==> src/rtl/spongent_player_inv.sv <==
// Inverse Spongent pLayer with a byte-serial load/unload interface.
// LOAD collects NSBOX bytes, PERMUTE registers the full b-bit inverse permutation, UNLOAD streams it out.
module spongent_player_inv #(
    parameter int NSBOX = 11,
    parameter int IDXW  = 8
) (
    input  logic            clk,
    input  logic            rst,
    input  logic            in_valid,
    output logic            in_ready,
    input  logic [7:0]      in_data,
    output logic            out_valid,
    input  logic            out_ready,
    output logic [7:0]      out_data,
    output logic [IDXW-1:0] out_index,
    output logic            busy
);
    localparam int B = 8 * NSBOX;
    localparam logic [IDXW-1:0] LAST = IDXW'(NSBOX - 1);
    localparam logic [IDXW-1:0] ONE  = IDXW'(1);

    typedef enum logic [1:0] {LOAD, PERMUTE, UNLOAD} state_t;

    state_t state, state_nxt;

    logic [NSBOX-1:0][7:0] in_buf;
    logic [NSBOX-1:0][7:0] out_buf;
    logic [IDXW-1:0]       ld_cnt;
    logic [IDXW-1:0]       ul_cnt;
    logic [B-1:0]          in_flat;
    logic [B-1:0]          perm;

    assign in_flat = in_buf;

    // out[j] = in[j*b/4 mod (b-1)]; the top bit is a fixed point.
    for (genvar j = 0; j < B - 1; j++) begin : g_perm
        assign perm[j] = in_flat[(j * (B / 4)) % (B - 1)];
    end
    assign perm[B-1] = in_flat[B-1];

    always_ff @(posedge clk) begin
        if (rst) state <= LOAD;
        else     state <= state_nxt;
    end

    always_comb begin
        state_nxt = state;
        in_ready  = 1'b0;
        out_valid = 1'b0;
        busy      = 1'b0;
        case (state)
            LOAD: begin
                in_ready = 1'b1;
                if (in_valid && ld_cnt == LAST) state_nxt = PERMUTE;
            end
            PERMUTE: begin
                busy      = 1'b1;
                state_nxt = UNLOAD;
            end
            UNLOAD: begin
                busy      = 1'b1;
                out_valid = 1'b1;
                if (out_ready && ul_cnt == LAST) state_nxt = LOAD;
            end
            default: state_nxt = LOAD;
        endcase
    end

    always_ff @(posedge clk) begin
        if (rst) begin
            in_buf  <= '0;
            out_buf <= '0;
            ld_cnt  <= '0;
            ul_cnt  <= '0;
        end else begin
            case (state)
                LOAD: if (in_valid) begin
                    for (int k = 0; k < NSBOX; k++)
                        if (ld_cnt == IDXW'(k)) in_buf[k] <= in_data;
                    ld_cnt <= (ld_cnt == LAST) ? '0 : ld_cnt + ONE;
                end
                PERMUTE: out_buf <= perm;
                UNLOAD: if (out_ready)
                    ul_cnt <= (ul_cnt == LAST) ? '0 : ul_cnt + ONE;
                default: ;
            endcase
        end
    end

    // Outside UNLOAD the output byte is forced to zero; the index counter is already 0 there.
    always_comb begin
        out_data = 8'h00;
        if (state == UNLOAD)
            for (int k = 0; k < NSBOX; k++)
                if (ul_cnt == IDXW'(k)) out_data = out_buf[k];
    end

    assign out_index = ul_cnt;

endmodule

==> config.mk <==
export PLATFORM = sky130hd
export DESIGN_NAME = spongent_player_inv
export DESIGN_NICKNAME = d
export VERILOG_FILES = /design/src/rtl/spongent_player_inv.sv
export SDC_FILE = /design/constraint.sdc
export NUM_CORES = 1
export LEC_CHECK = 0
export CORE_MARGIN = 3
export CORE_UTILIZATION = 45
export CTS_BUF_LIST = sky130_fd_sc_hd__clkbuf_4 sky130_fd_sc_hd__clkbuf_8
export DETAILED_ROUTE_END_ITERATION = 6
export PLACE_DENSITY_LB_ADDON = 0.05
export SLEW_MARGIN = 10
export SYNTH_ARGS = -nofsm -noshare
export SYNTH_HDL_FRONTEND = slang
export SYNTH_SLANG_ARGS = --single-unit
==> constraint.sdc <==
create_clock -name clk -period 2.22 [get_ports clk]
set_input_delay 0.222 -clock clk [delete_from_list [all_inputs] [get_ports clk]]
set_output_delay 0.222 -clock clk [all_outputs]
set_load 0.1 [all_outputs]
==> metrics, run 1 <==
outcome finished with violations; failing checks setup timing; post-synth top area cell dfxtp_1; Synth Area in Compound Gates 0.0837; I/O pin count 31; final setup TNS -3.60 ns; count leader, synth nor2_1; Tcrit/Tclk final 1.22; dominant cells by area after synthesis dfxtp_1 46%, mux2i_1 20%, nor2_1 8.8%; CTS max path bufs 2; Die Y 143 um; largest family of logic cells by synthesized area multiplexers; drt first pass iters 5; Worst setup EP type output pin; CP max FO 5; unrepaired setup endpoints after global routing yes; hold slack 0.115 ns; Initial Util 0.465; iteration-0 DRC count of the detailed router 439; post-detail-place hpwl 16100 um; maximum VDD drop 0.526 mV; GRT overflow 0; synthesis warning total 0; Rows 49; Multi-input gate area 0.00457 mm2; ANT cells 0; post-synthesis adder-cell area fraction 0.0177; simple-gate portion of the synthesized area 0.187; mux contribution to synthesized area 0.200; CTS Sinks 194; vias in the first global route 6454; R2R Setup Slk 0.18 ns; clk slew on worst S/H paths 0.10 ns; cts bufs inserted 17; Filler cells 1597; Crit path top cell by count buf_6; Final ANT Viol Nets 0; CP top delay family simple AND/OR/NAND/NOR gates; Worst Max-Slew Pin Slew 0.812 ns; Startpoint Class register; FF/Latch Area 0.00391 mm2; Final Max Slew Viols 0; Layout Skew 0.0137 ns; CP peak stage delay 0.61 ns; Area growth, synth to finish 20.5%; largest net degree at the start of global routing 67; Vias 6682; Die Span X 143 um; WP data required 2.00 ns; sequential share of the synthesized area 0.457; Leakage Power 3.84 nW; fmax 370 MHz; mapped cell area 0.00850 mm2; Final GP Congestion 0.932; critical path arrival 2.48 ns; dpl ws -0.0109 ns; Synth top cells by count 199 x nor2_1, 194 x dfxtp_1, 170 x mux2i_1, 53 x nand2_1, 49 x clkbuf_1; placed insts 1171; Synth cell types 51; Crit Path Category reg -> out; Slowest-stage cell, CP or4_4; Fin. Hold Viols 0; Period minus WS final 2.70 ns; Worst Setup Slack, final -0.480 ns; dpl cell area 0.00954 mm2; fraction of layout cells with a size suffix above 1 0.190; Cell Pwr Density 621 mW/mm2; Clock Latency Late Sink 0.47 ns; CTS tree built; Synthesized Nets 951; Slew HR 0.457; vias per inst 5.50; FFs w/ async S/R, synth 0; CTS H-tree lvls 4; Total Die Area 0.0206 mm2; XOR/XNOR Fraction of Synth Area 0.0124; Worst Path Buf+Inv 3; Total Power 6.36 mW; Finished Layout Cells 1215; nets 997; hold crit path type in -> reg; Root Buffer clkbuf_8; total global-route track usage 0.230; fin area 0.0102 mm2; first-pass GRT wire length 36500 um; Synth Flop Type dfxtp_1; IO Port Bufs 30; #FFs+latches synth 194; WL/cell 19.1 um; core box area 0.0183 mm2; crit path cell chain or4_4 > buf_6 > nor3_4 > buf_6 > nand3_2 > o21ai_2 > o221a_4 > buf_12; post-synth top area share 0.457; initial antenna violation count 0; Syn Area/Cell 9.17 um2; DRC errors left 0; Final Setup Violations 8; fin util 0.561; final wirelength 23200 um; max cap viols 0; number of synthesized flops with an enable pin 0; Cells after Synth 927
cell type report:
class,count,area share
clock buffers,20,0.0250
well taps,229,0.0280
flip-flops and latches,194,0.382
multi-input cells,640,0.446
repair buffers,93,0.0901
inverters,27,0.0101
clock inverters,12,0.0189
cells by family (layout without fill, tap and decap cells):
family                   Yosys count  in the layout
AND/OR/NAND/NOR                  334            334
flip-flops                       194            194
multiplexers                     170            170
AO/OA/AOI/OAI                    112            112
buffers and inverters             93            152
adder cells (fa/ha/maj)           12             12
XOR/XNOR                          12             12
routing by layer:
layer	global-route usage	part of all wire	up-vias
met4	0.0570	0.015	0
li1	-	-	3245
met3	0.0519	0.043	32
met5	0	0	-
met2	0.378	0.47	146
met1	0.311	0.47	3259
what timing repair did:
item / 4_1_cts / 5_1_grt
hold buffers: 0 / 0
pin swaps: 12 / 17
endpoints found under the setup margin: 8 / 14
resized for setup: 13 / 24
setup buffers: 8 / 5
registers in the layout (all words and copies together), names as in the netlist:
signal / cells
in_buf: 88
ld_cnt: 8
out_buf: 88
out_index: 8
state: 2
layout by cell type, fill, tap and decap left out, types with 4 or more instances in the layout:
cell type        Yosys  routed
nand2_1             53      51
buf_6                0      10
inv_6                0       4
inv_1               27      25
nor3_1              10       8
o21ai_0             13      10
clkbuf_8             0      17
nand3b_1             9       9
nor3b_1              8       7
nor2b_1             10       9
ha_4                 0       4
dfxtp_1            194     186
buf_4                0      60
xnor2_1              7       7
a21oi_1             48      42
clkdlybuf4s50_1      0      10
ha_1                12       6
bufinv_16            0       4
dfxtp_4              0       8
and2_1               4       4
nor2_1             199     198
o21a_4               0       4
nand4_1              6       6
nor2_4               3       4
a22o_1               5       5
xor2_1               5       5
o22ai_2              0       4
nand3_1             11      10
mux2i_1            170     170
o22ai_1              8       4
a21oi_2              0       6
nor3_4               4       4
a221o_1              5       5
buf_12               0      13
nand3_4              4       4
where the power goes:
part | total, mW | switching (mW) | internal [mW]
clock | 2.62 | 1.32 | 1.30
combinational | 0.240 | 0.163 | 0.0778
sequential | 3.51 | 0.0148 | 3.49
total | 6.36 | 1.50 | 4.87
final timing paths:
path | start | to | depth (start not counted)
worst max-delay path | out_index[7] | out_data[6] | 8
worst min-delay path | rst | state[0] | 2
worst max register to register | state[0] | in_buf[43] | 8
worst min register to register | in_buf[84] | in_buf[84] | 2
(Power assumes the default switching activity.)
==> run 2, diff against run 1 <==
--- a/config.mk
+++ b/config.mk
@@ -9,8 +9,9 @@
 export CORE_UTILIZATION = 45
 export CTS_BUF_LIST = sky130_fd_sc_hd__clkbuf_4 sky130_fd_sc_hd__clkbuf_8
 export DETAILED_ROUTE_END_ITERATION = 6
+export GPL_TIMING_DRIVEN = 0
 export PLACE_DENSITY_LB_ADDON = 0.05
-export SLEW_MARGIN = 10
+export SLEW_MARGIN = 20
 export SYNTH_ARGS = -nofsm -noshare
 export SYNTH_HDL_FRONTEND = slang
 export SYNTH_SLANG_ARGS = --single-unit
==> constraint.sdc (replaced) <==
create_clock -name clk -period 2.22 [get_ports clk]
set_input_delay 0.444 -clock clk [delete_from_list [all_inputs] [get_ports clk]]
set_output_delay 0.444 -clock clk [all_outputs]
set_load 0.1 [all_outputs]
==> run 2 against run 1 <==
Compared with the run above: the run still ends with setup timing left; total power down 3.8%; design area up 0.28%; critical path depth unchanged; sequential share of layout area down 0.11 points; maximum frequency down 8.3%; utilization up 0.16 points; worst hold slack better by 0.35 ns; via count up 2.2%; first-iteration DRC count up 37%; clock-buffer cell count down 1; combinational power up 12%; highest routed layer unchanged.
==> metrics, run 2 (synthesis gave the netlist of run 1 again) <==
WP data required 1.78 ns (-0.22 ns); Final ANT Viol Nets 0 (unchanged); ANT cells 0 (unchanged); vias per inst 5.53 (+0.64%); fmax 340 MHz (-8.3%); Die Span X 143 um (unchanged); I/O pin count 31 (unchanged); final wirelength 26600 um (+15%); hold endpoint in_buf[87]; Tcrit/Tclk final 1.33 (+0.110); IO Port Bufs 30 (unchanged); Vias 6830 (+2.2%); Total Die Area 0.0206 mm2 (unchanged); nets 1018 (+2.1%); Area growth, synth to finish 20.9%; maximum VDD drop 0.448 mV (-15%); CTS H-tree lvls 4 (unchanged); Crit Path Category reg -> out; total global-route track usage 0.264 (+0.0334); RR Startpoint ld_cnt[3]; grt met3 use 0.0499 (-0.00200); Slew HR 0.295 (-0.162); largest net degree at the start of global routing 17 (-75%); drt first pass iters 5 (unchanged); CP max FO 6 (+1); Worst setup EP type output pin; final setup TNS -5.60 ns (-2.00 ns); unrepaired setup endpoints after global routing yes; worst r2r dst in_buf[17]; R2R Setup Slk 0.12 ns (-0.06 ns); Root Buffer clkbuf_8; met1 Resource Use GR 0.382 (+0.0712); outcome finished with violations; Final GP Congestion 0.937 (+0.49%); worst reg2reg path depth 5 (-3); GRT overflow 0 (unchanged); Startpoint Class register; post-detail-place hpwl 18000 um (+12%); Clock Latency Late Sink 0.47 ns (about the same); Die Y 143 um (unchanged); most frequent cells in the layout 198 x nor2_1, 186 x dfxtp_1, 170 x mux2i_1; biggest regs in_buf: 88 flops, out_buf: 88 flops; hold buffer count at CTS 0 (unchanged); iteration-0 DRC count of the detailed router 601 (+37%); vias in the first global route 6645 (+3.0%); Final Max Slew Viols 0 (unchanged); Layout Skew 0.0126 ns (-0.00108 ns); first-pass GRT wire length 40200 um (+10%); CTS tree built; Fin. Hold Viols 0 (unchanged); core box area 0.0183 mm2 (unchanged); Cell Pwr Density 595 mW/mm2 (-4.1%); Worst Setup Slack, final -0.724 ns (-0.244 ns); fraction of layout cells with a size suffix above 1 0.168 (-0.0215); failing checks setup timing; commonest non-fill, non-tap cell in the layout nor2_1; Final Setup Violations 8 (unchanged); Total Power 6.12 mW (-3.8%); WL/cell 21.6 um (+13%); Worst Hold Launch in_buf[87]; hold path depth 2 (unchanged); initial antenna violation count 0 (unchanged); placed insts 1186 (+1.3%); DRC errors left 0 (unchanged); cts bufs inserted 17 (unchanged); Worst Max-Slew Pin Slew 1.06 ns (+0.246 ns); Period minus WS final 2.94 ns (+0.244 ns); Leakage Power 3.76 nW (-2.1%); CTS Sinks 194 (unchanged); hold crit path type reg -> reg; max cap viols 0 (unchanged); critical path arrival 2.50 ns (+0.02 ns); met2 global-route usage 0.403 (+0.0256); Initial Util 0.465 (unchanged); clk slew on worst S/H paths 0.10 ns (about the same); Finished Layout Cells 1234 (+1.6%); gr busiest metal met2; CTS max path bufs 2 (unchanged); Rows 49 (unchanged); hold slack 0.464 ns (+0.348 ns)
==> run 2: cell type report <==
type / count / area (um2)
Clock inverter: 11 / 126
Fill cell: 1723 / 7990
Sequential cell: 194 / 3910
Buffer: 61 / 399
Tap cell: 229 / 287
Inverter: 27 / 106
Multi-Input combinational cell: 641 / 4630
Timing Repair Buffer: 52 / 556
Clock buffer: 19 / 262
==> run 2: worst max path at each step <==
stage | startpoint | slack, ns | endpoint
after floorplan | out_index[7] | -0.66 | out_data[1]
final | out_index[7] | -0.72 | out_data[4]
after global placement | out_index[6] | -1.50 | out_data[1]
after global routing | out_index[7] | -0.82 | out_data[1]
after CTS | out_index[4] | -0.82 | out_data[1]
after detailed placement | out_index[6] | -1.48 | out_data[1]
==> run 2: report_power, final <==
part	switching, mW	internal (mW)	total (mW)
sequential	0.0148	3.49	3.51
clock	1.29	1.06	2.35
combinational	0.196	0.0728	0.269
total	1.50	4.62	6.12
==> run 2: routing by layer <==
| metal | share of wire | wire length [um] |
|---|---|---|
| met5 | 0 | 0 |
| met4 | 0.026 | 682 |
| met3 | 0.057 | 1510 |
| met2 | 0.44 | 11800 |
| met1 | 0.48 | 12600 |
==> run 2: critical path, cell delays in order (launching register included) <==
cell and delay (ns):
dfxtp_4 0.37, or4_4 0.62, buf_4 0.18, nor3_4 0.11
buf_6 0.16, a21oi_1 0.08, o22ai_2 0.16, o21a_4 0.18
buf_12 0.17
==> run 2: per-stage QoR <==
step | util | instance area (um2) | worst slack, ns
finish | 0.563 | 10300 | -0.724
global route | 0.563 | 10300 | -0.817
CTS | 0.558 | 10200 | -0.818
detailed placement | 0.513 | 9370 | -1.48
global placement | 0.513 | 9370 | -1.50
floorplan | - | 8780 | -0.662
==> run 2: repair_timing <==
item | in CTS | in global routing
setup endpoints to repair | 64 | 122
setup buffers | 16 | 6
pin swaps | 15 | 11
cloned | 0 | 1
gates resized for setup | 150 | 27
==> run 3, diff against run 2 <==
--- a/config.mk
+++ b/config.mk
@@ -6,7 +6,7 @@
 export NUM_CORES = 1
 export LEC_CHECK = 0
 export CORE_MARGIN = 3
-export CORE_UTILIZATION = 45
+export CORE_UTILIZATION = 43
 export CTS_BUF_LIST = sky130_fd_sc_hd__clkbuf_4 sky130_fd_sc_hd__clkbuf_8
 export DETAILED_ROUTE_END_ITERATION = 6
 export GPL_TIMING_DRIVEN = 0
==> run 3 against run 2 <==
Compared with the run above: the flow still finishes with violations (setup timing); register-to-register slack lost 0.03 ns; routed wire length grew 2.6%; flip-flop and latch count is the same; first-iteration DRC count shrank 21%; sequential share of layout area shrank 0.36 points; critical path type unchanged; critical endpoint is now out_data[1]; largest cell class unchanged; largest power group unchanged.
==> metrics, run 3 (synthesis gave the netlist of run 1 again) <==
outcome finished with violations; failing checks setup timing; biggest regs in_buf: 88 flops, out_buf: 88 flops; Total Die Area 0.0215 mm2 (+4.5%); core box area 0.0191 mm2 (+4.4%); final wirelength 27300 um (+2.6%); largest net degree at the start of global routing 19 (+2); most frequent cells in the layout 198 x nor2_1, 186 x dfxtp_1, 170 x mux2i_1; iteration-0 DRC count of the detailed router 473 (-21%); Slew HR 0.330 (+0.0353); dpl cell area 0.00940 mm2 (+0.41%); uppermost layer routed met4; drt first pass iters 7 (+2); Final Max Slew Viols 0 (unchanged); Final Setup Violations 8 (unchanged); Startpoint Class register; FF/Latch Area 0.00391 mm2 (unchanged); fin util 0.544 (-0.0188); Leakage Power 3.80 nW (+1.0%); met2 WL 12000 um (+1.9%); max cap viols 0 (unchanged); Period minus WS final 2.96 ns (+0.0183 ns); CTS Sinks 194 (unchanged); Die Y 147 um (+2.2%); unrepaired setup endpoints after global routing yes; Fin. Hold Viols 0 (unchanged); dpl ws -1.49 ns (-0.0134 ns); WL/cell 21.5 um (-0.14%); DRC errors left 0 (unchanged); critical path arrival 2.52 ns (+0.02 ns); DR WL met3 1520 um (+0.59%); Crit Path Category reg -> out; CTS tree built; Worst Setup Slack, final -0.742 ns (-0.0183 ns); Die Span X 147 um (+2.2%); ANT cells 0 (unchanged); Final GP Congestion 0.903 (-3.6%); cts bufs inserted 17 (unchanged); hold crit path type reg -> reg; first-pass GRT wire length 40900 um (+1.8%); Total Power 6.14 mW (+0.33%); wl on met1 13100 um (+3.7%); nets 1019 (+0.098%); Filler cells 1771 (+2.8%); Cell Pwr Density 592 mW/mm2 (-0.61%); commonest non-fill, non-tap cell in the layout nor2_1; Multi-input gate area 0.00465 mm2 (+0.43%); Tcrit/Tclk final 1.33 (+0.00823); total global-route track usage 0.252 (-0.0117); hold slack 0.464 ns (+0.000102 ns); vias per inst 5.47 (-1.3%); CP max FO 4 (-2); fraction of layout cells with a size suffix above 1 0.180 (+0.0114); Worst setup EP type output pin; Root Buffer clkbuf_8; maximum VDD drop 0.361 mV (-19%); Finished Layout Cells 1268 (+2.8%); initial antenna violation count 0 (unchanged); clk slew on worst S/H paths 0.11 ns (about the same); Layout Skew 0.0174 ns (+0.00475 ns); vias in the first global route 6531 (-1.7%); CTS max path bufs 2 (unchanged); CTS H-tree lvls 4 (unchanged); post-detail-place hpwl 18300 um (+1.9%); Area growth, synth to finish 22.0%; Clock Latency Late Sink 0.48 ns (about the same); final setup TNS -5.58 ns (+0.0185 ns); placed insts 1217 (+2.6%); Initial Util 0.446 (-0.0198); WP data required 1.78 ns (about the same); fin area 0.0104 mm2 (+0.95%); I/O pin count 31 (unchanged); Rows 50 (+2.0%); Final ANT Viol Nets 0 (unchanged); Vias 6930 (+1.5%); fmax 338 MHz (-0.62%); IO Port Bufs 30 (unchanged); GRT overflow 0 (unchanged); Worst Max-Slew Pin Slew 1.00 ns (-0.0529 ns)
[run 3: cell types whose count changed in the layout (fill, tap and decap cells not counted), sizes merged]
cell	delta
clkbuf	+3
inv	+4
buf	-2
bufinv	-1
clkinvlp	-1
[run 3: critical path: stages, from the launching register on]
cell and delay [ns]:
dfxtp_4 0.38, or4_4 0.61, nor3_4 0.17, buf_6 0.13, o311ai_4 0.13, a221oi_4 0.40
buf_12 0.22
[run 3: final cells by class]
cell class | count | share of cell area
Buffer | 61 | 0.0392
Clock inverter | 13 | 0.0135
Sequential cell | 194 | 0.377
Timing Repair Buffer | 53 | 0.0558
Inverter | 27 | 0.0103
Clock buffer | 19 | 0.0246
Tap cell | 260 | 0.0314
Multi-Input combinational cell | 641 | 0.448
[run 3: power breakdown]
part	internal [mW]	total (mW)	switching [mW]
clock network	0.974	2.36	1.39
registers	3.49	3.51	0.0146
logic	0.0736	0.269	0.195
total	4.54	6.14	1.60
[run 3: path summary, 6_finish.rpt]
path | startpoint | endpoint | slack, ns | cells after the start
hold / removal | in_buf[87] | in_buf[87] | 0.46 | 2
setup reg to reg | state[1] | out_buf[43] | 0.09 | 5
hold reg to reg | in_buf[87] | in_buf[87] | 0.46 | 2
setup / recovery | out_index[7] | out_data[1] | -0.74 | 6
[run 3: repair_timing]
action                                  CTS  global route
gates cloned                              3             0
buffers inserted                         21             0
resized for setup                       161            24
pin swaps                                19             6
hold buffers                              0             0
endpoints found under the setup margin   56           154
[run 3: routing by layer]
metal,track usage,up-vias
met3,0.0419,33
met1,0.368,3399
met2,0.381,197
met5,0,-
li1,-,3301
met4,0.0800,0
